$ cat src/rtl/mux_arb_datos.sv
// mux_arb_datos: N-channel arbitrating data multiplexer with a registered
// valid/ready output stage and burst locking.
// Channel 0 is RAM fill and channel 1 is CPU. Further channels can be added.
// IDLE arbitration is fixed priority, where the lowest index wins.
// Optional build macro MUX_ROUND_ROBIN_EN switches IDLE arbitration to
// round-robin. The search then starts after the channel that last completed.
// A multi-beat burst holds the bus until its last beat or until MaxBurst beats.
// A burst cut at MaxBurst gets out_last forced and sets sticky burst_err.
module mux_arb_datos #(
  parameter int SizeDataMux = 64,
  parameter int NumCanales  = 2,
  parameter int MaxBurst    = 8
) (
  input  logic                                                  clk,
  input  logic                                                  rst,
  input  logic [NumCanales*SizeDataMux-1:0]                     in_data,
  input  logic [NumCanales-1:0]                                 in_valid,
  input  logic [NumCanales-1:0]                                 in_last,
  output logic [NumCanales-1:0]                                 in_ready,
  output logic [SizeDataMux-1:0]                                out_data,
  output logic [((NumCanales > 1) ? $clog2(NumCanales) : 1)-1:0] out_canal,
  output logic                                                  out_last,
  output logic                                                  out_valid,
  input  logic                                                  out_ready,
  output logic                                                  burst_err
);

  localparam int CanalW = (NumCanales > 1) ? $clog2(NumCanales) : 1;
  localparam int CntW   = $clog2(MaxBurst + 1);

  typedef enum logic [0:0] {
    ST_IDLE = 1'b0,
    ST_LOCK = 1'b1
  } state_t;

  state_t                  state_q, state_d;
  logic [CntW-1:0]         beat_cnt_q, beat_cnt_d;
  logic [CanalW-1:0]       lock_q, lock_d;
  logic [SizeDataMux-1:0]  out_data_q, out_data_d;
  logic [CanalW-1:0]       out_canal_q, out_canal_d;
  logic                    out_last_q, out_last_d;
  logic                    out_valid_q, out_valid_d;
  logic                    burst_err_q, burst_err_d;

  logic [SizeDataMux-1:0]  ch_data [NumCanales];
  logic                    arb_vld;
  logic [CanalW-1:0]       arb_idx;
  logic                    gnt_vld;
  logic [CanalW-1:0]       gnt_idx;
  logic                    gnt_last;
  logic                    can_load;
  logic                    xfer;
  logic                    hit_limit;
  logic                    burst_done;

  // Split the flattened input bus into one word per channel.
  always_comb begin
    for (int i = 0; i < NumCanales; i++) begin
      ch_data[i] = in_data[i*SizeDataMux +: SizeDataMux];
    end
  end

`ifdef MUX_ROUND_ROBIN_EN
  logic [CanalW-1:0] rr_q, rr_d;
  logic              hi_vld;
  logic [CanalW-1:0] hi_idx;
  logic [CanalW-1:0] lo_idx;

  // Round-robin pick: the first valid channel above the pointer, else wrap to the lowest valid channel.
  always_comb begin
    hi_vld  = 1'b0;
    hi_idx  = {CanalW{1'b0}};
    lo_idx  = {CanalW{1'b0}};
    arb_vld = |in_valid;
    for (int i = NumCanales - 1; i >= 0; i--) begin
      if (in_valid[i]) begin
        lo_idx = CanalW'(i);
        if (CanalW'(i) > rr_q) begin
          hi_vld = 1'b1;
          hi_idx = CanalW'(i);
        end else begin
          hi_vld = hi_vld;
        end
      end else begin
        lo_idx = lo_idx;
      end
    end
    if (hi_vld) begin
      arb_idx = hi_idx;
    end else begin
      arb_idx = lo_idx;
    end
  end

  // The pointer advances only when a single beat or a whole burst completes.
  always_comb begin
    if (burst_done) begin
      rr_d = gnt_idx;
    end else begin
      rr_d = rr_q;
    end
  end

  // Round-robin pointer register.
  always_ff @(posedge clk) begin
    if (rst) begin
      rr_q <= {CanalW{1'b0}};
    end else begin
      rr_q <= rr_d;
    end
  end
`else
  // Fixed priority: the lowest-index valid channel wins.
  always_comb begin
    arb_vld = |in_valid;
    arb_idx = {CanalW{1'b0}};
    for (int i = NumCanales - 1; i >= 0; i--) begin
      if (in_valid[i]) begin
        arb_idx = CanalW'(i);
      end else begin
        arb_idx = arb_idx;
      end
    end
  end
`endif

  // Grant, handshake, output-stage load and burst FSM next state.
  always_comb begin
    state_d     = state_q;
    beat_cnt_d  = beat_cnt_q;
    lock_d      = lock_q;
    out_data_d  = out_data_q;
    out_canal_d = out_canal_q;
    out_last_d  = out_last_q;
    out_valid_d = out_valid_q;
    burst_err_d = burst_err_q;
    in_ready    = {NumCanales{1'b0}};

    can_load = !out_valid_q || out_ready;

    if (state_q == ST_LOCK) begin
      gnt_idx = lock_q;
      gnt_vld = in_valid[lock_q];
    end else begin
      gnt_idx = arb_idx;
      gnt_vld = arb_vld;
    end
    gnt_last = in_last[gnt_idx];

    xfer       = gnt_vld && can_load && !rst;
    // This beat is number MaxBurst of a locked burst, so the burst ends here.
    hit_limit  = (state_q == ST_LOCK) && (beat_cnt_q == CntW'(MaxBurst - 1));
    burst_done = xfer && (gnt_last || hit_limit);

    if (xfer) begin
      in_ready[gnt_idx] = 1'b1;
      out_data_d        = ch_data[gnt_idx];
      out_canal_d       = gnt_idx;
      out_last_d        = gnt_last || hit_limit;
      out_valid_d       = 1'b1;
    end else if (out_ready) begin
      out_valid_d = 1'b0;
    end else begin
      out_valid_d = out_valid_q;
    end

    case (state_q)
      ST_IDLE: begin
        if (xfer && !gnt_last) begin
          state_d    = ST_LOCK;
          lock_d     = gnt_idx;
          beat_cnt_d = CntW'(1);
        end else begin
          state_d = ST_IDLE;
        end
      end
      ST_LOCK: begin
        if (burst_done) begin
          state_d    = ST_IDLE;
          beat_cnt_d = {CntW{1'b0}};
          if (!gnt_last) begin
            burst_err_d = 1'b1;
          end else begin
            burst_err_d = burst_err_q;
          end
        end else if (xfer) begin
          beat_cnt_d = beat_cnt_q + CntW'(1);
        end else begin
          state_d = ST_LOCK;
        end
      end
      default: begin
        state_d    = ST_IDLE;
        beat_cnt_d = {CntW{1'b0}};
      end
    endcase
  end

  // State, burst tracking and output-stage registers.
  // A synchronous reset clears them and discards any in-flight beat.
  always_ff @(posedge clk) begin
    if (rst) begin
      state_q     <= ST_IDLE;
      beat_cnt_q  <= {CntW{1'b0}};
      lock_q      <= {CanalW{1'b0}};
      out_data_q  <= {SizeDataMux{1'b0}};
      out_canal_q <= {CanalW{1'b0}};
      out_last_q  <= 1'b0;
      out_valid_q <= 1'b0;
      burst_err_q <= 1'b0;
    end else begin
      state_q     <= state_d;
      beat_cnt_q  <= beat_cnt_d;
      lock_q      <= lock_d;
      out_data_q  <= out_data_d;
      out_canal_q <= out_canal_d;
      out_last_q  <= out_last_d;
      out_valid_q <= out_valid_d;
      burst_err_q <= burst_err_d;
    end
  end

  assign out_data  = out_data_q;
  assign out_canal = out_canal_q;
  assign out_last  = out_last_q;
  assign out_valid = out_valid_q;
  assign burst_err = burst_err_q;

endmodule

$ cat config.mk
export PLATFORM = sky130hd
export DESIGN_NAME = mux_arb_datos
export DESIGN_NICKNAME = d
export VERILOG_FILES = /design/src/rtl/mux_arb_datos.sv
export SDC_FILE = /design/constraint.sdc
export NUM_CORES = 1
export LEC_CHECK = 0
export ABC_AREA = 1
export CORE_AREA = 2 2 79 81
export CTS_CLUSTER_DIAMETER = 80
export DETAILED_ROUTE_END_ITERATION = 16
export DIE_AREA = 0 0 81 83
export DONT_BUFFER_PORTS = 1
export GPL_TIMING_DRIVEN = 0
export HOLD_SLACK_MARGIN = 0.02
export PLACE_DENSITY = 0.68
export REMOVE_ABC_BUFFERS = 1
export SLEW_MARGIN = 20
export SYNTH_ARGS = -nofsm -noshare
export SYNTH_HDL_FRONTEND = slang
export SYNTH_SLANG_ARGS = --single-unit
$ cat constraint.sdc
create_clock -name clk -period 2.05 [get_ports clk]
set_input_delay 0.41 -clock clk [delete_from_list [all_inputs] [get_ports clk]]
set_output_delay 0.41 -clock clk [all_outputs]
set_load 0.05 [all_outputs]
# --- Word-level counts from Yosys, hierarchy flattened ---
# Index checks and enable logic that the tools add are counted.
# Widths: inputs -> output; s select.
word_totals:
  ff_bits: 74
  inputBits: 135
  out_inout_bits: 70
  elab_cells: 58
classes:
  addsub: 1
  reduce_logical: 16
  order_cmp: 4
  eq_ne: 3
  mux: 23
  bitwise: 3
op_table:
  columns: ["cell", "n"]
  rows:
  - ["$mux 64", 3]
  - ["$mux 1", 13]
  - ["$mux 4", 3]
  - ["$pmux 4 s2", 1]
  - ["$logic_and 1x1->1", 6]
  - ["$add 4x1->4 const B", 1]
  - ["$eq 4x3->1 const B", 1]
  - ["$lt 1x2->1 const B", 2]
  - ["$reduce_and 2->1", 2]
  - ["$logic_not 1->1", 3]
  - ["$ne 3x1->1 const B", 1]
  - ["$reduce_and 3->1", 1]
  - ["$ge 2x2->1 const B", 1]
  - ["$logic_or 1x1->1", 2]
  - ["$mux 2", 1]
  - ["$ne 2x2->1 const B", 1]
  - ["$not 1->1", 2]
  - ["$not 1->2", 1]
  - ["$pmux 1 s2", 1]
  - ["$reduce_bool 2->1", 1]
  - ["$reduce_or 2->1", 1]
  - ["$demux 1 s1", 1]
  - ["$ge 1x1->1 const B", 1]

# --- Depth between registers and ports, before layout ---
# Gate-level depths: netlist of run 1.
depth:
  depth_word: 9
  ltp_mapped: 12
  ltp_nobuf: 12

# --- Worst setup path after synthesis of run 1 ---
# No wires, ideal clock.
synth_path:
  kind: "register to output"
  startpoint: "register out_valid_q, in the netlist out_valid"
  endpoint: "output port in_ready[0]"
  arrival_ps: 1351
  path_buffers: 2
  required_time_ps: 1640
  path_stages_with_launch: 6
  path_slack_ps: 289
  cell_sequence: "dfxtp_1 nand2_1 nand3_4 nor2_2 buf_4 buf_4"
synth_between:
  elab_chain_cells: 5
synth_rtl:
  columns: ["item", "line", "rtl"]
  rows:
  - ["from (decl)", "42", "logic out_valid_q, out_valid_d;"]
  - ["from (signal assigned)", "218", "out_valid_q <= out_valid_d;"]
  - ["$logic_not 1->1", "139", "can_load = !out_valid_q || out_ready;"]
  - ["$logic_or 1x1->1", "139", null]
  - ["$logic_and 1x1->1 (2 in series)", "150", "xfer = gnt_vld && can_load && !rst;"]
  - ["$mux 2", "155", "if (xfer) begin"]
  - ["to (decl)", "19", "output logic [NumCanales-1:0] in_ready,"]
# No other way between the ends.

# --- Final worst setup path of run 1 ---
layout_path:
  startpoint: "register lock_q"
  endpoint: "output port in_ready[1]"
layout_between:
  elab_chain_cells: 6
  word_cells_on_any_way: 12
  classes_between: "order compare (2); mux (7); reduce/logical (3)"
layout_rtl:
  columns: ["item", "line", "rtl"]
  rows:
  - ["from (decl)", "38", "logic [CanalW-1:0] lock_q, lock_d;"]
  - ["from (signal assigned)", "205", "lock_q <= {CanalW{1'b0}};"]
  - ["from (signal assigned)", "214", "lock_q <= lock_d;"]
  - ["$mux 1, on equally long branches", "141, 143", null]
  - ["$lt 1x2->1 (not written as such) (tied with other cells)", "156", "in_ready[gnt_idx] = 1'b1;"]
  - ["$logic_and 1x1->1 (not written as such) / $mux 1 (equally long branches)", "156, 141", null]
  - ["$mux 1 (not written as such) / $logic_and 1x1->1 (equally long branches)", "156, 150", null]
  - ["$demux 1 s1 / $logic_and 1x1->1 (equally long branches)", "156, 150", null]
  - ["$mux 2 *", "155", null]
# Every way passes the cells marked *; elsewhere a longest branch is shown, timed or not. The select of a mux whose other input is x is not followed.

==> impl_metrics.ini, run 1 <==
[power]
p_per_area_nw_per_um2 = 999
comb_power_share_pct = 12.8
p_seq_share_pct = 57.6
p_sw_mw = 1.22
intPower_mw = 2.28
p_sw_share_pct = 34.8
leakagePower_nw = 1.28
pwr-share-clk_pct = 29.6
irDropWorstVdd_v = 0.000539

[cells_and_area]
final_cell_mix = 157 x nand2_1, 71 x dfxtp_1, 36 x a31oi_1, 35 x a21oi_1, 28 x a22oi_1
diodes = 0
fin_cells = 485
final_common_cell = nand2_1
syn2layout_area_growth_pct = 12.8
drive_gt1_share_pct = 11.5
final_cell_area_um2 = 3510
fin_nets = 541

[global_routing]
grt.total_usage_pct = 27.4
first_global_vias = 2812
antenna_found_initial = 0
grt_pass1_wl_mm = 14.1
grt_max_degree = 70
grt-ovfl-total = 0

[sta]
final.setup_skew_ps = 5.14
min_period_over_period_pct = 95.5
slew_violations = 0
hold_viol = 0
relSlewSlack_pct = 46.1
rsz0062_at_grt = no
worstMarginPinSlew_ps = 807
max_freq_ghz = 0.511
finalSetupViolCount = 0
fin_crit_ps = 1960

[cts]
clockBufferDepth = 2
clk_latency_ps = 330
cts-root-buf = clkbuf_8
hold_buffers = 0
cts_sinks = 74
htree_num_levels = 3
cts_made_buffers = 9
path_clk_slew_ps = 70
tritoncts = yes

[floorplanning]
start_util_pct = 53.4
pin_count = 205
dieArea_um2 = 6720
core_um2 = 5820
row_count = 28
die_h_um = 83
die_w_um = 81

[worst_setup_path]
worst-path-max-fanout = 6
end_kind = output port
worst_ep_arrival_time_ps = 1550
path_class = flip-flop to output port
r2r_slack_ps = 130
crit_required_ps = 1640
crit_path_start_kind = flip-flop

[min_path]
hold_class = input pin to flip-flop

[routing]
drt-initial-drc-count = 169
wirelength_mm = 9.27
viasPerCell = 5.99
drtPass1Iterations = 5
final_antenna_net_count = 0
dr_total_vias = 2903
drc = 0
drt-wirelength-per-cell_um = 19.1

[placement]
place_area_um2 = 3120
dp_hpwl_mm = 5.59
place_inst = 456
io_buffers = 0
gp_congestion = 0.774

[flow_run]
maxCapViolations = 0

[synthesis]
ys_warn_count = 0
netlist_area_um2 = 3110
ys_seq_area_share_pct = 47.7
synthCells = 406
ys_seq_elements = 74
synth.distinct_cells = 22
syn_avg_cell_area_um2 = 7.66

[status]
outcome = finished clean
flip-flops by register name, indices dropped and copies added, names as in the netlist:
name	count
out_valid	1
lock_q	1
out_canal	1
out_data	64
burst_err	1
beat_cnt_q	4
state_q	1
out_last	1
stage by stage:
step                      setup TNS, ps  total power, mW  hold WS [ps]  setup slack, ps  utilization, %
after global routing                  0             3.66           107             2.38            60.3
after detailed placement         -36020             2.41           470             -701            53.7
after floorplan                  -78600             2.29           447            -1200               -
final                                 0             3.50           145             91.6            60.3
after global placement          -145500             2.38           460            -2260            51.9
after CTS                             0             3.50           121             36.0            59.3
Yosys cell counts:
master | n | area (µm²)
inv_2 | 2 | 7.51
buf_2 | 5 | 25.0
a22oi_1 | 28 | 210
nand3_4 | 1 | 17.5
buf_6 | 2 | 22.5
xor2_1 | 1 | 8.76
nand3_1 | 9 | 45.0
a21oi_2 | 1 | 8.76
a21oi_1 | 35 | 175
o21ai_0 | 4 | 20.0
dfxtp_1 | 74 | 1480
nand2_1 | 162 | 608
clkbuf_1 | 8 | 30.0
buf_4 | 14 | 105
nor2_1 | 4 | 15.0
o21a_1 | 1 | 7.51
inv_1 | 12 | 45.0
nand2_2 | 2 | 12.5
ha_1 | 1 | 12.5
nor2_2 | 2 | 12.5
nand4_1 | 2 | 12.5
a31oi_1 | 36 | 225
critical path: stages (launching register included):
cell and delay (ps):
dfxtp_2 350, inv_1 60, nand2_2 90, nand2_2 90
nand2_4 120, nand3_4 130, nor2_4 200, buf_12 180
power by group through the flow:
| stage | clock network (mW) | logic [mW] | registers [mW] |
|---|---|---|---|
| floorplan | 0 | 0.277 | 2.02 |
| global placement | 0 | 0.331 | 2.04 |
| detailed placement | 0 | 0.369 | 2.04 |
| CTS | 1.06 | 0.433 | 2.01 |
| global route | 1.13 | 0.500 | 2.03 |
| finish | 1.04 | 0.449 | 2.02 |
layout make-up:
type	instances	area, µm²
repair buffers	15	253
well taps	75	93.8
multi-input cells	291	1440
flip-flops and latches	74	1490
clock buffers	14	173
clock inverters	2	10.0
inverters	14	52.6
fillers	521	2310
logic make-up after synthesis:
logic type	synth area share (%)
AO/OA/AOI/OAI	20.8
XOR/XNOR	0.282
adder cells (fa/ha/maj)	0.403
buffers and inverters	7.57
flip-flops	47.7
AND/OR/NAND/NOR	23.3
worst paths after layout:
| kind | from | endpoint | cells past startpoint |
|---|---|---|---|
| worst min-delay path | rst | out_data[45] | 1 |
| worst max-delay path | lock_q | in_ready[1] | 7 |
| worst max register to register | lock_q | out_data[43] | 11 |
| worst min register to register | lock_q | lock_q | 2 |
what timing repair did:
| action | CTS | global route |
|---|---|---|
| setup endpoints to repair | 67 | 35 |
| gates cloned | 4 | 1 |
| resized for setup | 5 | 6 |
| pin swaps | 3 | 2 |
| buffers inserted | 6 | 2 |
layer usage:
layer	global-route usage [%]	part of all wire (%)	up-vias
met5	0	0	-
met4	9.71	1.5	0
met3	8.70	7.5	14
met2	46.9	53	145
met1	31.7	38	1375
li1	-	-	1369
(Power assumes the default switching activity.)
==> run 2: changes to the inputs <==
PLACE_DENSITY = 0.72   (was 0.68)
SLEW_MARGIN = 5   (was 20)
==> run 2 against run 1 <==
Sequential power hardly changed. Core utilization rose by 0.82 points. Flip-flop and latch count is the same. Register-to-register slack barely moved. Hold slack worse by 25 ps. Clock skew grew 7.8 ps. Final cell count grew 1.4%. Count of clock-buffer cells in the layout shrank 1.
==> impl_metrics.ini, run 2 (synthesis gave the netlist of run 1 again) <==
[placement]
place_area_um2 = 3070
dp_hpwl_mm = 5.40
io_buffers = 0
gp_congestion = 0.756

[cts]
htree_num_levels = 3
hold_buffers = 0
path_clk_slew_ps = 80
cts_made_buffers = 9
clk_latency_ps = 350
clockBufferDepth = 2
tritoncts = yes
cts_sinks = 74
cts-root-buf = clkbuf_8

[cells_and_area]
final_cell_mix = 157 x nand2_1, 71 x dfxtp_1, 36 x a31oi_1, 35 x a21oi_1, 28 x a22oi_1
final_cell_area_um2 = 3550
drive_gt1_share_pct = 13.4
fin_nets = 549
final_common_cell = nand2_1
diodes = 0
largest_reg_flops = 64
syn2layout_area_growth_pct = 14.3

[worst_setup_path]
crit_path_start_kind = flip-flop
crit_required_ps = 1640
crit_chain = inv_1 > nand2_2 > nand2_2 > nand2_4 > nand3_4 > nor2_4 > buf_12
worst_ep_arrival_time_ps = 1580
cp_slowest_cell = dfxtp_2
reg2reg_from = lock_q
rr_worst_depth = 9
cpPeakStageDelay_ps = 350
r2r_slack_ps = 130
end_kind = output port
timing.rr.end = out_data[43]
cp_num_buf_inv = 2
worst_path_most_repeated_cell = nand2_2
worst-path-max-fanout = 7
path_class = flip-flop to output port
crit_family = simple AND/OR/NAND/NOR gates

[power]
intPower_mw = 2.40
p_sw_mw = 1.25
p_sw_share_pct = 34.3
p_per_area_nw_per_um2 = 1030
total_power_mw = 3.65
comb_power_share_pct = 13.0
irDropWorstVdd_v = 0.000511
p_seq_share_pct = 55.1
leakagePower_nw = 1.29
pwr-share-clk_pct = 31.8

[sta]
hold_viol = 0
min_period_over_period_pct = 96.9
finalSetupViolCount = 0
final.setup_skew_ps = 12.9
slew_violations = 0
max_freq_ghz = 0.503
fin_crit_ps = 1990
worstMarginPinSlew_ps = 814
relSlewSlack_pct = 45.7

[floorplanning]
start_util_pct = 53.4
row_count = 28
die_h_um = 83
die_w_um = 81
dieArea_um2 = 6720
pin_count = 205
core_um2 = 5820

[routing]
drtPass1Iterations = 5
drt-initial-drc-count = 161
viasPerCell = 6.02
wirelength_mm = 9.89
drc = 0
final_antenna_net_count = 0
drt-wirelength-per-cell_um = 20.1
dr_total_vias = 2961

[global_routing]
grt_pass1_wl_mm = 14.2
first_global_vias = 2748
grt-ovfl-total = 0
antenna_found_initial = 0
grt.total_usage_pct = 28.3
grt_max_degree = 70

[min_path]
worstHoldEndpoint = out_data[41]
hold_class = input pin to flip-flop
hold_start = rst
whs_path_depth = 1

[flow_run]
maxCapViolations = 0

[status]
outcome = finished clean
-- run 2: how the worst max path moves through the flow --
stage | startpoint | end | slack (ps) | depth (start not counted)
floorplan | out_valid | out_data[21] | -1200 | 5
global placement | out_valid | out_data[38] | -2200 | 5
detailed placement | out_valid | in_ready[1] | -990 | 4
CTS | state_q | in_ready[1] | 10 | 6
global route | lock_q | in_ready[1] | -20 | 7
finish | lock_q | in_ready[1] | 60 | 7
-- run 2: area by class of cell --
type / count / area, µm²
Clock buffer: 13 / 169
Inverter: 14 / 56.3
Fill cell: 530 / 2260
Tap cell: 75 / 93.8
Timing Repair Buffer: 19 / 235
Sequential cell: 74 / 1490
Multi-Input combinational cell: 295 / 1480
Clock inverter: 2 / 35.0
-- run 2: worst reg2reg max path: stages (launching register included) --
cell	delay (ps)
dfxtp_2	350
inv_1	60
nand2_2	120
nand2_2	100
nand2_4	100
nand3_4	140
buf_4	210
nor2_2	490
a22oi_1	150
a21oi_1	150
-- run 2: metrics by stage --
step | setup TNS [ps] | utilization, % | instances | hold WS (ps) | worst slack (ps)
finish | 0 | 61.1 | 492 | 119 | 62.8
global placement | -144070 | 51.9 | 452 | 469 | -2200
floorplan | -78600 | - | 377 | 447 | -1200
global route | -21.1 | 61.1 | 492 | 108 | -21.1
detailed placement | -53920 | 52.8 | 454 | 481 | -987
CTS | 0 | 59.9 | 486 | 114 | 13.2
-- run 2: repair_timing --
item | in CTS | in global routing
gates cloned | 7 | 2
gates resized for setup | 9 | 4
endpoints found under the setup margin | 67 | 18
pin swaps | 3 | 4
setup buffers | 10 | 4
-- run 2: per-layer routing --
metal  GRT usage (%)  vias up  share of wire, %
li1                -     1396                 -
met1            32.0     1369                38
met2            48.2      172                51
met3            9.35       24               8.5
met4            11.4        0               2.7
met5               0        -                 0
-- run 2: power by group through the flow --
stage                     Sequential (mW)  Combinational [mW]  Clock [mW]
after floorplan                      2.02               0.277           0
after global placement               2.04               0.330           0
after detailed placement             2.05               0.347           0
after CTS                            2.01               0.449        1.18
after global routing                 2.02               0.523        1.24
final                                2.02               0.476        1.16
